==> config.mk <==
export PLATFORM = sky130hd
export DESIGN_NAME = fetch_controller
export DESIGN_NICKNAME = d
export VERILOG_FILES = /design/src/rtl/fetch_controller_pkg.sv /design/src/rtl/fetch_controller_hazard_detect.sv /design/src/rtl/fetch_controller.sv
export SDC_FILE = /design/constraint.sdc
export NUM_CORES = 1
export LEC_CHECK = 0
export BUFFER_PORTS_ARGS = -buffer_cell sky130_fd_sc_hd__buf_2
export CAP_MARGIN = 10
export CORE_UTILIZATION = 45
export DETAILED_ROUTE_END_ITERATION = 8
export PLACE_DENSITY = 0.76
export SLEW_MARGIN = 5
export SYNTH_ARGS = -nofsm -noshare
export SYNTH_HDL_FRONTEND = slang
export SYNTH_SLANG_ARGS = --single-unit
==> constraint.sdc <==
create_clock -name clk -period 2.6 [get_ports clk]
set_clock_uncertainty 0.2 [all_clocks]
set_input_delay 0.39 -clock clk [delete_from_list [all_inputs] [get_ports clk]]
set_output_delay 0.39 -clock clk [all_outputs]
set_load 0.03 [all_outputs]
==> src/rtl/fetch_controller_pkg.sv <==
// Shared definitions for the fetch controller: FSM state encoding, the NOP word
// and the redirect-target selection helper.
package fetch_controller_pkg;

  typedef enum logic [1:0] {
    RUN      = 2'd0,
    WAIT     = 2'd1,
    WAIT_RDR = 2'd2
  } fetch_state_t;

  localparam logic [31:0] NOP_WORD = 32'h0000_0000;

  // A jump decoded in ID overrides a branch resolved in the same cycle.
  function automatic logic [31:0] redirect_target(input logic        jump,
                                                  input logic [31:0] jump_target,
                                                  input logic [31:0] branch_target);
    return jump ? jump_target : branch_target;
  endfunction

endpackage

==> src/rtl/fetch_controller_hazard_detect.sv <==
// Load-use hazard comparator: flags a load in EX whose destination feeds the
// instruction currently sitting in IF/ID.
module hazard_detect (
  input  logic       ID_EX_MemRead,
  input  logic [4:0] ID_EX_Rt,
  input  logic [4:0] IF_ID_Rs,
  input  logic [4:0] IF_ID_Rt,
  output logic       load_use
);

  logic w_rt_nonzero;
  logic w_src_match;

  // Register 0 is hardwired to zero, so a load into it can never create a hazard.
  assign w_rt_nonzero = (ID_EX_Rt != 5'd0);
  assign w_src_match  = (ID_EX_Rt == IF_ID_Rs) || (ID_EX_Rt == IF_ID_Rt);
  assign load_use     = ID_EX_MemRead && w_rt_nonzero && w_src_match;

endmodule

==> src/rtl/fetch_controller.sv <==
// Fetch-stage controller: next-PC select, stall/flush generation around
// load-use hazards, redirects and instruction-memory wait states, with a sticky
// wait-timeout error. Optional perf counters are enabled by FETCH_PERF_CNT_EN.
module fetch_controller
  import fetch_controller_pkg::*;
#(
  parameter int TIMEOUT = 255
) (
  input  logic        clk,
  input  logic        rst,
  input  logic [31:0] PC_OUT_plus4,
  input  logic        imem_ready,
  input  logic        ID_EX_MemRead,
  input  logic [4:0]  ID_EX_Rt,
  input  logic [4:0]  IF_ID_Rs,
  input  logic [4:0]  IF_ID_Rt,
  input  logic        branch_taken,
  input  logic [31:0] branch_target,
  input  logic        jump,
  input  logic [31:0] jump_target,
  output logic [31:0] pc_in,
  output logic        HoldPC,
  output logic        Hold_data,
  output logic        IF_ID_flush,
  output logic        ID_EX_bubble,
  output logic        imem_timeout
`ifdef FETCH_PERF_CNT_EN
  ,
  output logic [31:0] stall_cnt,
  output logic [31:0] flush_cnt
`endif
);

  localparam int             CW          = (TIMEOUT > 0) ? $clog2(TIMEOUT + 1) : 1;
  localparam logic [CW-1:0]  TIMEOUT_SAT = CW'(TIMEOUT);
  localparam bit             TIMEOUT_EN  = (TIMEOUT != 0);

  fetch_state_t  r_state;
  fetch_state_t  w_next_state;
  logic [31:0]   r_pend_target;
  logic          w_pend_load;
  logic [CW-1:0] r_wait_cnt;
  logic [CW-1:0] w_wait_cnt_nxt;
  logic          r_timeout;
  logic          w_load_use;
  logic          w_redirect;
  logic [31:0]   w_target;

  hazard_detect u_hazard_detect (
    .ID_EX_MemRead (ID_EX_MemRead),
    .ID_EX_Rt      (ID_EX_Rt),
    .IF_ID_Rs      (IF_ID_Rs),
    .IF_ID_Rt      (IF_ID_Rt),
    .load_use      (w_load_use)
  );

  assign w_redirect = jump || branch_taken;
  assign w_target   = redirect_target(jump, jump_target, branch_target);

  // Outputs are combinational so a stall or redirect takes effect in the same
  // cycle the hazard or memory response is seen.
  always_comb begin
    // NOTE: every always_comb output gets a default first so no path leaves it unassigned (no latch).
    w_next_state = r_state;
    w_pend_load  = 1'b0;
    pc_in        = PC_OUT_plus4;
    HoldPC       = 1'b0;
    Hold_data    = 1'b0;
    IF_ID_flush  = 1'b0;
    ID_EX_bubble = 1'b0;
    if (!rst) begin
      unique case (r_state)
        RUN: begin
          if (w_load_use) begin
            HoldPC       = 1'b1;
            Hold_data    = 1'b1;
            ID_EX_bubble = 1'b1;
          end else if (imem_ready) begin
            if (w_redirect) begin
              pc_in       = w_target;
              IF_ID_flush = 1'b1;
            end
          end else begin
            HoldPC      = 1'b1;
            IF_ID_flush = 1'b1;
            if (w_redirect) begin
              w_pend_load  = 1'b1;
              w_next_state = WAIT_RDR;
            end else begin
              w_next_state = WAIT;
            end
          end
        end
        WAIT: begin
          if (imem_ready) begin
            if (w_redirect) begin
              pc_in       = w_target;
              IF_ID_flush = 1'b1;
            end
            w_next_state = RUN;
          end else begin
            HoldPC      = 1'b1;
            IF_ID_flush = 1'b1;
            if (w_redirect) begin
              w_pend_load  = 1'b1;
              w_next_state = WAIT_RDR;
            end
          end
        end
        WAIT_RDR: begin
          // The word returned here belongs to the abandoned path, so it is always flushed.
          IF_ID_flush = 1'b1;
          if (imem_ready) begin
            pc_in        = r_pend_target;
            w_next_state = RUN;
          end else begin
            HoldPC = 1'b1;
          end
        end
        default: w_next_state = RUN;
      endcase
    end
  end

  always_comb begin
    w_wait_cnt_nxt = r_wait_cnt;
    if (imem_ready) begin
      w_wait_cnt_nxt = '0;
    end else if (r_wait_cnt != TIMEOUT_SAT) begin
      w_wait_cnt_nxt = r_wait_cnt + CW'(1);
    end
  end

  always_ff @(posedge clk or posedge rst) begin
    // NOTE: sequential state uses non-blocking assignments so all registers update from pre-edge values.
    if (rst) begin
      r_state       <= RUN;
      r_pend_target <= NOP_WORD;
      r_wait_cnt    <= '0;
      r_timeout     <= 1'b0;
    end else begin
      r_state    <= w_next_state;
      r_wait_cnt <= w_wait_cnt_nxt;
      if (w_pend_load) begin
        r_pend_target <= w_target;
      end
      if (TIMEOUT_EN && (w_wait_cnt_nxt == TIMEOUT_SAT)) begin
        r_timeout <= 1'b1;
      end
    end
  end

  assign imem_timeout = r_timeout;

`ifdef FETCH_PERF_CNT_EN
  logic [31:0] r_stall_cnt;
  logic [31:0] r_flush_cnt;

  always_ff @(posedge clk or posedge rst) begin
    if (rst) begin
      r_stall_cnt <= '0;
      r_flush_cnt <= '0;
    end else begin
      if (HoldPC) begin
        r_stall_cnt <= r_stall_cnt + 32'd1;
      end
      if (IF_ID_flush) begin
        r_flush_cnt <= r_flush_cnt + 32'd1;
      end
    end
  end

  assign stall_cnt = r_stall_cnt;
  assign flush_cnt = r_flush_cnt;
`endif

endmodule
## Yosys cells after proc, flatten, opt, wreduce, memory -nomap -nowiden

Cells that the tools add are included.

| storage, ports and cells | value |
|---|---|
| register bits | 43 |
| bits of input ports | 117 |
| output and inout bits | 37 |
| word-level logic and storage cells | 56 |

| operators by class | value |
|---|---|
| add/subtract/negate cells | 1 |
| equality and inequality tests | 10 |
| multiplexer cells | 32 |
| bitwise gates (word level) | 1 |
| reduce and logical (&&, ||, !) cells | 8 |

Operator list:

| cell | number |
|---|---|
| $mux 32 | 6 |
| $pmux 32 s3 | 1 |
| $mux 8 | 2 |
| $mux 1 | 13 |
| $mux 2 | 6 |
| $eq 5x5->1 | 2 |
| $add 8x1->8 const B | 1 |
| $eq 8x8->1 const B | 1 |
| $ne 8x8->1 const B | 1 |
| $ne 2x2->1 const B | 3 |
| $pmux 2 s3 | 1 |
| $reduce_and 5->1 | 1 |
| $reduce_bool 5->1 | 1 |
| $pmux 1 s2 | 2 |
| $ne 3x3->1 const B | 1 |
| $pmux 1 s3 | 1 |
| $eq 2x1->1 const B | 1 |
| $eq 2x2->1 const B | 1 |
| $logic_and 1x1->1 | 2 |
| $logic_not 2->1 | 1 |
| $logic_or 1x1->1 | 2 |
| $reduce_or 2->1 | 1 |
| $not 1->1 | 1 |

## Longest topological paths before layout

| depth | value |
|---|---|
| word-level depth | 6 |
| gate-level depth with buffers | 9 |

## Cells and area by module

A second synthesis with hierarchy kept.

| second synthesis, totals | value |
|---|---|
| cells, all modules | 351 |
| area total of the unflattened synthesis | 3090.5 µm² |

Modules (own cells, without submodules):

| module | times used | cells each | area each (µm²) |
|---|---|---|---|
| fetch_controller | 1 | 334 | 2965.3 |
| hazard_detect | 1 | 17 | 125.1 |

## Worst setup path before layout

No wires, ideal clock.

| timing path | value |
|---|---|
| path kind | input-to-output |
| start point | in ID_EX_Rt[0] |
| end point | out pc_in[27] |
| arrival time | 2151 ps |
| required time | 2010 ps |
| slack | -141 ps |
| cell stages on the path | 6 |
| cells stage by stage | or4_4 -> o21ai_4 -> o21ai_2 -> a211o_4 -> buf_6 -> o21ai_1 |

| between the ends | value |
|---|---|
| longest elaborated chain between the ends | 6 |
| elaborated cells between the ends (all ways) | 9 |
| those cells by class | 2 x eq/ne; 3 x mux; 4 x reduce/logical |

Ends and longest elaborated chain:

| element | RTL line | text |
|---|---|---|
| from (decl) | fetch_controller.sv:14 | `input logic [4:0] ID_EX_Rt,` |
| $eq 5x5->1 or $reduce_bool 5->1 (tied branches) | fetch_controller_hazard_detect.sv:16, fetch_controller_hazard_detect.sv:15 |  |
| $logic_or 1x1->1 or $logic_and 1x1->1 (tied branches) | fetch_controller_hazard_detect.sv:16, fetch_controller_hazard_detect.sv:17 |  |
| $logic_and 1x1->1 * | fetch_controller_hazard_detect.sv:17 | `assign load_use = ID_EX_MemRead && w_rt_nonzero && w_src_match;` |
| $mux 32 * | fetch_controller.sv:74 | `if (w_load_use) begin` |
| $pmux 32 s3 * | fetch_controller.sv:72 | `unique case (r_state)` |
| $mux 32 * | fetch_controller.sv:71 | `if (!rst) begin` |
| to (decl) | fetch_controller.sv:21 | `output logic [31:0] pc_in,` |

Mark *: on every way between the ends. The rest lies on a longest branch, timed or not.

## Worst setup path after layout

| timing path | value |
|---|---|
| start point | in ID_EX_Rt[0] |
| end point | out pc_in[28] |

The elaborated chain is that of the path after synthesis.

==> metrics.md <==
| Metric | Value |
|---|---|
| Status | finished with violations |
| Failing checks | negative setup slack |
| Comb power frac | between 60% and 70% |
| Pleak | approximately 2.7 nW |
| Clock group share of total power | about an eighth |
| Chip width | 91 um |
| Post-route cell area | roughly 5100 um^2 |
| Internal power | about 2.5 mW |
| First DRT Iteration DRCs | around 180 |
| Final HPWL DP | ~7.3 mm |
| Synthesis-to-layout area growth | 42.9% |
| Routing usage on met1 | a little under a third |
| Clk sink count | 43 |
| Synth Flop Type | dfrtp_1 |
| Min Tclk post-route | about 2.8 ns |
| Hold Crit Class | in -> async |
| Crit path max-delay family | compound AO/OA/AOI/OAI gates |
| Post-layout util | 66.2% |
| Critical path's slowest cell | or4_4 |
| Final Power | around 4.4 mW |
| Finished Layout Cells | between 600 and 700 |
| Clock tree buffer depth | 2 |
| IO Port Bufs | between 150 and 200 |
| Seq/Total Area, Yosys | 30.2% |
| Routed len/inst | about 15 um |
| Pin count of the biggest net entering global routing | 44 |
| Least-Margin Pin Slew | 0.540 ns |
| Vias/cell | 5.36 |
| Met2 usage | 42.9% |
| Clock Latency Late Sink | 0.29 ns |
| Synth Area per Inst | 8.96 um^2 |
| Initial antenna violation count | 1 |
| DR vias | roughly 3600 |
| Synth area leader | dfrtp_1 |
| Number of nets with antenna violations after routing | 0 |
| Worst setup margin | -0.181 ns |
| Sw Ratio | a little over two fifths |
| Slew Viols, Final | 0 |
| Cells after DPL | roughly 650 |
| Sequential share of power | roughly 25% |
| Final setup TNS | -4.31 ns |
| Worst-path clk slew | ~0.09 ns |
| Layer carrying the most global-route usage | met2 |
| First-pass GRT wire length | 16.6 mm |
| Unrepaired setup endpoints after global routing | true |
| Fill cells | 617 |
| Num CTS Buffers | 5 |
| Yosys warning count | 0 |
| Cells after synthesis | slightly below 400 |
| Final period util | 107% |
| Drt total wl | a little over 10 mm |
| Area of the multi-input gates | between 2000 and 2500 um^2 |
| Starting Density | between 40% and 50% |
| Worst path bufs/invs | 3 |
| Slew margin rel. | 64.0% |
| H-tree Lvls | 2 |
| Layout cell share with drive strength beyond 1 | a little over two fifths |
| Post-Place Worst Slack | -0.242 ns |
| Top Ports | 154 |
| Die area | about 8300 um^2 |
| Synthesized flop and latch total | 43 |
| Synth top area cells | dfrtp_1, mux2i_1, o211ai_2, nand2_1, o221ai_2 |
| Critical Path AT | 2.19 ns |
| FP Rows | 32 |
| Antenna Cells | 0 |
| Post-synth top area share | between 30% and 40% |
| Path type of the worst setup path | in -> out |
| IR Drop Worst-Case VDD | between 500 and 600 uV |
| CTS tree | done |
| DIE HEIGHT | a little over 90 um |
| Async set or reset register ratio after synthesis | between 90% and 100% |
| # Max-Cap Violations | 0 |
| Crit Path Max Fanout | 20 |
| Critical Path RT | around 2 ns |
| CP cell instances | buf_8 -> or4_4 -> o21ai_4 -> o21ai_2 -> a211o_4 -> buf_12 -> o221ai_2 -> buf_6 |
| Worst stage delay on the critical path | 0.54 ns |
| Pwr/cell area | between 800 and 900 nW/um^2 |
| WHS | 0.102 ns |
| Pre-antenna DRT Iters | 4 |
| GRT overflow | 0 |
| Root Buffer | clkbuf_8 |
| Crit start category | input port |
| Crit end category | output port |
| Vias in the first global route | 3587 |
| Total track usage | 24.7% |
| R2R setup slack | between 0.4 and 0.5 ns |
| FF/Latch Area | 1080 um^2 |
| Met3 usage | just over 5% |
| Final Hold Viols | 0 |
| EDFF count, synth | 0 |
| Core Box Area | 7690 um^2 |
| Net Count, Synth | 520 |
| Residual DRC | 0 |
| Layout Nets | 685 |
| Setup violations, final | 33 |
| Count of different cell masters after synthesis | 55 |
| Area post-placement | ~4600 um^2 |
| FMAX | 0.360 GHz |
| Gpl congestion | ~0.86 |
| Psw | ~1.9 mW |
| Synthesized area | roughly 3600 um^2 |
flip-flops by register name, summed over array words and instances, names as in the netlist:
name and count:
imem_timeout 1, r_state 2, r_pend_target 32, r_wait_cnt 8
cell families after synthesis:
family / after synthesis / synth area share, %
compound gates: 87 / 22.1
xor+xnor: 11 / 2.70
fa+ha+maj: 5 / 1.76
buf+inv: 76 / 10.5
flops: 43 / 30.2
mux: 65 / 18.4
simple gates: 111 / 14.3
placed cells by master (no fill, tap or decap), types with 2 or more instances in the layout:
cell type / instances
nor4_1: 2
nor2_1: 11
o21ai_2: 2
ha_2: 2
o21ai_0: 20
xnor2_1: 10
and3_1: 3
inv_1: 49
clkbuf_8: 5
o211ai_2: 14
nor2b_1: 3
and2_1: 2
o211ai_4: 3
nand3_1: 20
buf_2: 117
buf_4: 24
o31ai_1: 3
buf_12: 8
o221ai_2: 9
dfrtp_1: 43
a31oi_1: 3
buf_6: 33
nand2_1: 53
o221ai_4: 5
a21oi_1: 9
nor3_1: 5
mux2i_1: 63
ha_1: 2
nand4_1: 2
power by group through the flow:
| stage | registers (mW) | logic [mW] | clock network [mW] |
|---|---|---|---|
| after global placement | 1.10 | 2.26 | 0 |
| after floorplan | 1.07 | 1.67 | 0 |
| after global routing | 1.13 | 2.99 | 0.563 |
| after CTS | 1.09 | 2.74 | 0.535 |
| final | 1.10 | 2.80 | 0.524 |
| after detailed placement | 1.11 | 2.33 | 0 |
cells in the mapped netlist, types with 3 or more instances:
cell type / n
a21oi_1: 9
a31oi_1: 3
and3_1: 4
buf_12: 3
buf_6: 4
clkbuf_1: 15
dfrtp_1: 43
ha_1: 5
inv_1: 50
mux2i_1: 63
nand2_1: 54
nand3_1: 20
nor2_1: 12
nor2b_1: 3
nor3_1: 5
o211ai_2: 17
o21ai_0: 20
o221ai_2: 13
o31ai_1: 3
xnor2_1: 10
final timing paths:
path	start	end	cells past startpoint
worst max-delay path	ID_EX_Rt[0]	pc_in[28]	8
min in group clk	branch_target[23]	r_pend_target[23]	3
worst max register to register	r_wait_cnt[0]	imem_timeout	6
worst min register to register	imem_timeout	imem_timeout	1
max in group asynchronous	rst	r_wait_cnt[6]	3
worst min-delay path	rst	r_pend_target[11]	3
worst register-to-register path, delay by kind of cell (launching register included):
kind            cells  cell delay, ns
compound gates      2            0.36
flops               1            0.47
simple gates        3            0.72
fa+ha+maj           1            0.29
cell type report:
cell class	instances	area share (%)
multi-input combinational	279	44.2
timing repair buffer	184	26.3
sequential	43	21.1
inverter	50	3.69
tap	102	2.51
clock buffer	5	1.35
clock inverter	3	0.860
repair_timing:
item | in CTS | in global routing
pin swaps | 3 | 2
hold buffers | 0 | 0
setup endpoints to repair | 34 | 34
resized for setup | 77 | 13
setup buffers | 2 | 1
hold endpoints to repair | 0 | 0
gates cloned | 1 | 0
layer usage:
metal | vias up | share of wire [%]
met2 | 131 | 51
met3 | 16 | 5.6
met1 | 1684 | 42
met5 | - | 0.13
li1 | 1734 | -
met4 | 2 | 1.4
Note: power is estimated with default switching activity, not from simulation.
